**config.mk**
```make
export PLATFORM = sky130hd
export DESIGN_NAME = cpu_trace_recorder
export DESIGN_NICKNAME = d
export VERILOG_FILES = /design/src/rtl/cpu_trace_recorder.sv
export SDC_FILE = /design/constraint.sdc
export NUM_CORES = 1
export LEC_CHECK = 0
export CORE_ASPECT_RATIO = 1.25
export CORE_UTILIZATION = 57
export CTS_CLUSTER_DIAMETER = 40
export CTS_CLUSTER_SIZE = 28
export DETAILED_ROUTE_END_ITERATION = 7
export PLACE_DENSITY = 0.85
export SKIP_CTS_REPAIR_TIMING = 1
export SYNTH_ARGS = -nofsm -noshare
export SYNTH_HDL_FRONTEND = slang
export SYNTH_SLANG_ARGS = --single-unit
```
**constraint.sdc**
```tcl
create_clock -name clk -period 8.2 [get_ports clk]
set_clock_uncertainty 0.2 [all_clocks]
set_input_delay 1.23 -clock clk [delete_from_list [all_inputs] [get_ports clk]]
set_output_delay 1.23 -clock clk [all_outputs]
set_load 0.02 [all_outputs]
```
**src/rtl/cpu_trace_recorder.sv**
```systemverilog
// cpu_trace_recorder: captures {PC, instruction, cycle stamp} samples from the
// CPU retire stream into a DEPTH-entry buffer. There are two capture modes:
// fill-once keeps the first DEPTH samples, circular keeps the last DEPTH.
// Recording can optionally wait for a trigger PC. Once recording ends, the
// captured entries are drained oldest-first over a valid/ready port.
//
// Build option: define TRACE_OPCODE_FILTER_EN to record only samples whose
// instr[31:26] equals filter_opcode. Without it, filter_opcode is ignored.
//
// state  | meaning
// IDLE   | waiting for start; a drained buffer keeps its overflow flag
// ARMED  | run started, waiting for sample_valid with pc == trig_pc
// RECORD | writing every qualifying sample
// DONE   | capture finished; entries drain over the rd_* port
module cpu_trace_recorder #(
  parameter int ADDR_WIDTH  = 32,
  parameter int INSTR_WIDTH = 32,
  parameter int DEPTH       = 16,
  parameter int STAMP_WIDTH = 16,
  parameter int MAX_CYCLES  = 130
) (
  input  logic                      clk,
  input  logic                      reset,
  input  logic                      start,
  input  logic                      stop,
  input  logic                      mode,
  input  logic                      trig_en,
  input  logic [ADDR_WIDTH-1:0]     trig_pc,
  input  logic                      sample_valid,
  input  logic [ADDR_WIDTH-1:0]     pc,
  input  logic [INSTR_WIDTH-1:0]    instr,
  input  logic [5:0]                filter_opcode,
  input  logic                      rd_ready,
  output logic                      rd_valid,
  output logic [ADDR_WIDTH-1:0]     rd_pc,
  output logic [INSTR_WIDTH-1:0]    rd_instr,
  output logic [STAMP_WIDTH-1:0]    rd_stamp,
  output logic [$clog2(DEPTH):0]    count,
  output logic                      overflow,
  output logic                      busy,
  output logic                      done
);

  localparam int PTR_W = $clog2(DEPTH);
  localparam int CNT_W = PTR_W + 1;
  localparam logic [CNT_W-1:0]       FULL_CNT   = CNT_W'(DEPTH);
  localparam logic [CNT_W-1:0]       LAST_CNT   = CNT_W'(DEPTH - 1);
  localparam logic [STAMP_WIDTH-1:0] LIMIT_STMP = STAMP_WIDTH'(MAX_CYCLES - 1);

  typedef enum logic [1:0] {S_IDLE, S_ARMED, S_RECORD, S_DONE} state_t;

  state_t                  state_q, state_d;
  logic [PTR_W-1:0]        wr_ptr_q, wr_ptr_d;
  logic [PTR_W-1:0]        rd_ptr_q, rd_ptr_d;
  logic [CNT_W-1:0]        count_q, count_d;
  logic                    overflow_q, overflow_d;
  logic                    mode_q, mode_d;
  logic [ADDR_WIDTH-1:0]   trig_pc_q, trig_pc_d;
  logic [STAMP_WIDTH-1:0]  cyc_q, cyc_d;

  logic [ADDR_WIDTH-1:0]   mem_pc    [DEPTH];
  logic [INSTR_WIDTH-1:0]  mem_instr [DEPTH];
  logic [STAMP_WIDTH-1:0]  mem_stamp [DEPTH];

  logic filter_ok;
  logic trig_hit;
  logic wr_ok;
  logic full;
  logic limit_hit;
  logic pop;

`ifdef TRACE_OPCODE_FILTER_EN
  assign filter_ok = (instr[31:26] == filter_opcode);
`else
  logic unused_filter;
  assign unused_filter = ^filter_opcode;
  assign filter_ok     = 1'b1;
`endif

  // The trigger match ignores the opcode filter. Only the write is filtered.
  assign trig_hit  = (state_q == S_ARMED) && sample_valid && (pc == trig_pc_q);
  assign full      = (count_q == FULL_CNT);
  // Fill-once never writes into a full buffer; circular overwrites the oldest entry.
  assign wr_ok     = sample_valid && filter_ok &&
                     ((state_q == S_RECORD) || trig_hit) &&
                     !(full && !mode_q);
  assign limit_hit = (MAX_CYCLES != 0) && (cyc_q == LIMIT_STMP);
  assign rd_valid  = (state_q == S_DONE) && (count_q != '0);
  assign pop       = rd_valid && rd_ready;

  // Oldest entry is presented combinationally, and forced to zero when not valid.
  assign rd_pc    = rd_valid ? mem_pc[rd_ptr_q]    : '0;
  assign rd_instr = rd_valid ? mem_instr[rd_ptr_q] : '0;
  assign rd_stamp = rd_valid ? mem_stamp[rd_ptr_q] : '0;

  assign count    = count_q;
  assign overflow = overflow_q;
  assign busy     = (state_q == S_ARMED) || (state_q == S_RECORD);
  assign done     = (state_q == S_DONE);

  // Next-state and datapath update for the capture/drain sequencer.
  always_comb begin
    state_d    = state_q;
    wr_ptr_d   = wr_ptr_q;
    rd_ptr_d   = rd_ptr_q;
    count_d    = count_q;
    overflow_d = overflow_q;
    mode_d     = mode_q;
    trig_pc_d  = trig_pc_q;
    cyc_d      = cyc_q;
    case (state_q)
      S_IDLE: begin
        if (start) begin
          mode_d     = mode;
          trig_pc_d  = trig_pc;
          count_d    = '0;
          wr_ptr_d   = '0;
          rd_ptr_d   = '0;
          overflow_d = 1'b0;
          cyc_d      = '0;
          state_d    = trig_en ? S_ARMED : S_RECORD;
        end
      end
      S_ARMED, S_RECORD: begin
        if (cyc_q != '1) cyc_d = cyc_q + 1'b1;
        if (wr_ok) begin
          wr_ptr_d = wr_ptr_q + 1'b1;
          if (full) begin
            rd_ptr_d   = rd_ptr_q + 1'b1;
            overflow_d = 1'b1;
          end else begin
            count_d = count_q + 1'b1;
          end
        end
        if (trig_hit) state_d = S_RECORD;
        if (!mode_q && wr_ok && (count_q == LAST_CNT)) state_d = S_DONE;
        if (stop || limit_hit) state_d = S_DONE;
      end
      S_DONE: begin
        if (count_q == '0) begin
          state_d = S_IDLE;
        end else if (pop) begin
          rd_ptr_d = rd_ptr_q + 1'b1;
          count_d  = count_q - 1'b1;
          if (count_q == CNT_W'(1)) state_d = S_IDLE;
        end
      end
      default: state_d = S_IDLE;
    endcase
  end

  // State and control registers with synchronous reset.
  always_ff @(posedge clk) begin
    if (reset) begin
      state_q    <= S_IDLE;
      wr_ptr_q   <= '0;
      rd_ptr_q   <= '0;
      count_q    <= '0;
      overflow_q <= 1'b0;
      mode_q     <= 1'b0;
      trig_pc_q  <= '0;
      cyc_q      <= '0;
    end else begin
      state_q    <= state_d;
      wr_ptr_q   <= wr_ptr_d;
      rd_ptr_q   <= rd_ptr_d;
      count_q    <= count_d;
      overflow_q <= overflow_d;
      mode_q     <= mode_d;
      trig_pc_q  <= trig_pc_d;
      cyc_q      <= cyc_d;
    end
  end

  // Trace buffer write. The stamp is the cycle count before it increments.
  always_ff @(posedge clk) begin
    if (wr_ok) begin
      mem_pc[wr_ptr_q]    <= pc;
      mem_instr[wr_ptr_q] <= instr;
      mem_stamp[wr_ptr_q] <= cyc_q;
    end
  end

endmodule

```
Word level (Yosys, flattened, before mapping)
Memories as Yosys holds them, arrays and structs flattened. A register that Yosys moved wholly into a read port is not among the register bits.
Cells that the tools add are included.
Word-level totals
  input port bits: 110
  logic and storage cells: 102
  output and inout port bits: 89
  bits in writable memories: 1280
  memories: 3
  register bits: 65
Cells by class
  add/sub/neg operators: 5
  eq/ne operators: 19
  mux-type cells: 41
  reduce and logical (&&, ||, !) cells: 26
Memory list
  mem_instr: depth 16, bits a word 32, read ports 1, clocked after Yosys merged registers in 1, wr ports 1, line 62  | logic [INSTR_WIDTH-1:0] mem_instr [DEPTH];
  mem_pc: depth 16, bits a word 32, read ports 1, clocked after Yosys merged registers in 1, wr ports 1, line 61  | logic [ADDR_WIDTH-1:0] mem_pc [DEPTH];
  mem_stamp: depth 16, bits a word 16, read ports 1, clocked after Yosys merged registers in 1, wr ports 1, line 63  | logic [STAMP_WIDTH-1:0] mem_stamp [DEPTH];
Operators with widths (number)
  $mux W32: 2
  $mux W16: 3
  $mux W4: 12
  $eq A32 B32 Y1: 1
  $pmux W16 S2: 1
  $mux W5: 5
  $add A16 B1 Y16 const B: 1
  $eq A16 B8 Y1 const B: 1
  $mux W2: 8
  $ne A16 B16 Y1 const B: 1
  $pmux W5 S3: 1
  $ne A2 B2 Y1 const B: 6
  $pmux W4 S3: 1
  $reduce_and A5 Y1: 2
  $logic_and A1 B1 Y1: 9
  $add A4 B1 Y4 const B: 2
  $pmux W4 S2: 1
  $reduce_and A4 Y1: 2
  $ne A3 B1 Y1 const B: 2
  $pmux W2 S3: 1
  $reduce_and A3 Y1: 2
  $add A5 B1 Y5 const B: 1
  $eq A5 B1 Y1 const B: 1
  $eq A5 B4 Y1 const B: 1
  other kinds (16): 24

Longest topological paths before layout
  word-level depth: 11
  mapped depth: 10
  mapped depth without buffers: 8

Worst setup path before layout
Ideal clock, no wire load.
  path kind: input -> register
  start: input pc[1]
  end: memory mem_instr[3][0] (enable)
  path buffers: 2
  stages on the path: 8
  setup time: 0.448 ns
  setup slack: 2.663 ns
  data required time: 7.552 ns
  data arrival time: 4.889 ns
  cells stage by stage: xor2_1 > a211o_1 > or4_1 > buf_2 > o31a_1 > nor2_1 > clkbuf_1 > and3_1
Between the ends
  cells in the longest elaborated chain, start to end: 7
RTL lines
  start: declaration: line 30  | input logic [ADDR_WIDTH-1:0] pc,
  $eq A32 B32 Y1: line 81  | assign trig_hit = (state_q == S_ARMED) && sample_valid && (pc == trig_pc_q);
  $logic_and A1 B1 Y1: line 81
  $logic_or A1 B1 Y1: line 85  | ((state_q == S_RECORD) || trig_hit) &&
  $logic_and A1 B1 Y1: line 84  | assign wr_ok = sample_valid && filter_ok &&
  $logic_and A1 B1 Y1: line 85
  $mux W1: line 177  | if (wr_ok) begin
  $mux W1 (implied by the code): line 179  | mem_instr[wr_ptr_q] <= instr;
  end: declaration: line 62
No other way between the ends.

Worst setup path after layout
  start: input pc[30]
  end: memory mem_instr[15][11] (enable)
The elaborated chain is that of the path after synthesis.

==> out/summary.txt <==
IO Port Bufs: 192
Detail Placement HPWL: 62280 µm
total gr overflow: 0
Slew @ Worst Pin: 1.217 ns
Hold/Removal Path Class: flip-flop to flip-flop
crit path time final: 6.657 ns
worst vdd ir: 0.2303 mV
NumNets Final: 2669
largest net degree at the start of global routing: 188
Design Power: 0.01580 W
GRT Max-Usage Layer: met2
# setup viols final: 0
Clock Sinks: 1349
CTS tree: yes
RSZ-0062 raised after global routing: false
Post-synth EDFFs: 1280
Die Area: 92550 µm²
Pleak: 18.03 nW
Syn. warnings: 0
height of the die: 339.9 µm
first-pass GRT wire length: 191800 µm
final wirelength: 132300 µm
vias per cell: 6.868
# Max-Cap Violations: 0
1st-pass router iterations: 6
Tot GR Track Use: 0.2908
synthesized flop and latch total: 1349
clk buf depth: 3
Hold Path Depth: 2
Synth Area per Inst: 22.46 µm²
reg2reg path depth: 7
Crit Path Max Fanout: 50
outcome: finished clean
area grow syn2layout: 14.55%
io pins: 199
DRC violations left: 0
Slew Limit Fails: 0
Clk Latency, worst-skew pair: 0.71 ns
Rows: 123
CTS Buf Count: 115
Core ar.: 90180 µm²
crit share post-route: 0.8119
Total Neg Setup Slack: 0 ns
routing usage on met2: 0.4844
Pwr Density: 264.9 nW/µm²
register area share after synthesis: 0.7649
kind of end point of the critical path: flip-flop
Rel. slew slack: 0.1887
mapped cell area: 52060 µm²
antenna violations before repair: 5
Initial Util: 0.5772
number of DRC markers in iteration 0: 3534
Worst EP required: 8.37 ns
H-tree depth: 3
critical path type: input pin to flip-flop
WL per Instance: 34.51 µm
Fin. Hold Viols: 0
Main synth FF type: edfxtp_1
upper clock frequency limit: 150.2 MHz
fraction of registers with async set/reset: 0
grt met3 use: 0.05221
layout cell share with drive strength beyond 1: 0.2529
crit path launch type: input pin
Die W: 272.3 µm
DRT antenna net count: 0
vias in the first global route: 27625
Mapped Cells: 2318
vias post-DR: 26326
met1 GRT Util: 0.3754
post-synthesis cell type count: 60
Worst EP arrival: 6.83 ns
Mapped Nets: 2444
clk slew on worst S/H paths: 0.07 ns
routability congestion estimate: 0.8059
Root Buffer: clkbuf_16
==> path summary, 6_finish.rpt <==
kind                 start                 to  slack (ns)
max                 pc[30]  mem_instr[15][11]        1.54
min           trig_pc_q[8]       trig_pc_q[8]        0.27
max reg2reg  trig_pc_q[30]  mem_instr[15][11]        2.77
min reg2reg   trig_pc_q[8]       trig_pc_q[8]        0.27
==> registers in the layout, indices dropped and copies added, names as in the netlist, named ones only <==
name,cells
count,5
mem_instr,512
wr_ptr_q,4
trig_pc_q,32
state_q,2
cyc_q,16
overflow,1
rd_ptr_q,4
mem_stamp,256
mode_q,1
mem_pc,512
==> cells by family (layout without fill, tap and decap cells) <==
| group | Yosys count | count (layout) | share of synthesized area |
|---|---|---|---|
| AND/OR/NAND/NOR | 275 | 275 | 0.02819 |
| other | 0 | 5 | 0 |
| multiplexers | 411 | 411 | 0.1752 |
| AO/OA/AOI/OAI | 90 | 90 | 0.01082 |
| adder cells (fa/ha/maj) | 16 | 16 | 0.003846 |
| buffers and inverters | 134 | 457 | 0.009783 |
| XOR/XNOR | 43 | 43 | 0.007235 |
| flip-flops | 1349 | 1349 | 0.7649 |
==> per-stage QoR <==
| step | setup WS (ns) | utilization | cell area [µm²] | cells | hold WS (ns) |
|---|---|---|---|---|---|
| 6_report | 1.543 | 0.6612 | 59630 | 3833 | 0.2686 |
| 4_1_cts | 1.853 | 0.6610 | 59610 | 3827 | 0.2705 |
| 3_5_place_dp | 1.425 | 0.6163 | 55580 | 3612 | 0.2612 |
| 3_3_place_gp | 1.525 | 0.6163 | 55580 | 3612 | 0.2572 |
| 2_1_floorplan | 2.663 | - | 52060 | 2318 | 0.2481 |
| 5_1_grt | 1.519 | 0.6611 | 59620 | 3830 | 0.2856 |
==> synth_stat cells, drive strengths merged, types with 3 or more instances <==
| master | count | area (µm²) |
|---|---|---|
| clkbuf | 91 | 341.6 |
| nand3 | 8 | 40.04 |
| a211o | 3 | 27.53 |
| and3 | 16 | 100.1 |
| or4 | 4 | 33.78 |
| a211oi | 4 | 35.03 |
| nor4 | 8 | 50.05 |
| mux4 | 400 | 9009 |
| nand2b | 7 | 43.79 |
| edfxtp | 1280 | 38440 |
| ha | 16 | 200.2 |
| mux2i | 9 | 90.09 |
| nor2b | 85 | 531.8 |
| or3 | 3 | 18.77 |
| and4 | 8 | 70.07 |
| nor2 | 27 | 101.4 |
| nand2 | 88 | 330.3 |
| o21a | 3 | 22.52 |
| buf | 26 | 103.9 |
| nor3 | 3 | 15.01 |
| xor2 | 24 | 210.2 |
| dfxtp | 69 | 1381 |
| inv | 16 | 60.06 |
| xnor2 | 19 | 166.4 |
| o21ai | 15 | 75.07 |
| a21oi | 43 | 219.0 |
| nand4 | 8 | 50.05 |
==> metal layers <==
metal,wire (µm),up-vias,part of all wire
met5,7,-,0.000053
met4,6320,2,0.048
met3,13050,450,0.099
met2,67920,2119,0.51
met1,44960,13564,0.34
li1,-,10191,-
==> layout by cell type, fill, tap and decap left out, types with 4 or more instances in the layout <==
cell type	count
a21oi_1	42
and3_1	4
and3_4	12
and4_1	4
and4_4	4
buf_12	19
buf_4	13
bufinv_16	11
clkbuf_1	5
clkbuf_16	115
clkdlybuf4s50_1	191
clkinv_1	7
clkinv_2	9
clkinv_4	13
clkinv_8	11
clkinvlp_4	8
dfxtp_1	65
dfxtp_4	4
diode_2	5
edfxtp_1	1280
ha_1	16
inv_1	16
inv_6	25
inv_8	6
mux2i_1	9
mux4_2	400
nand2_1	87
nand2b_1	7
nand3_1	8
nand4_1	8
nor2_1	27
nor2b_1	85
nor4_1	8
o21ai_0	14
xnor2_1	19
xor2_1	24
==> critical path, cell delays in order <==
cell,delay [ns]
clkdlybuf4s50_1,1.00
xor2_1,0.19
nor4_1,0.69
nand4_1,0.66
o31a_1,0.50
nor2_1,0.90
and4_4,1.11
buf_4,0.50
==> where the power goes <==
part / leakage, nW / internal (W) / switching, W
clock network: 1.95 / 0.00306 / 0.00274
registers: 12.1 / 0.00762 / 0.000106
logic: 3.96 / 0.00115 / 0.00113
total: 18.0 / 0.0118 / 0.00397
==> area by class of cell <==
cell class | instances | area [µm²]
diodes | 5 | 12.51
clock buffers | 122 | 2924
clock inverters | 93 | 1106
fillers | 5246 | 30550
inverters | 17 | 63.81
multi-input cells | 835 | 11810
flip-flops and latches | 1349 | 39830
well taps | 1187 | 1485
repair buffers | 225 | 2400
(Power assumes the default switching activity.)
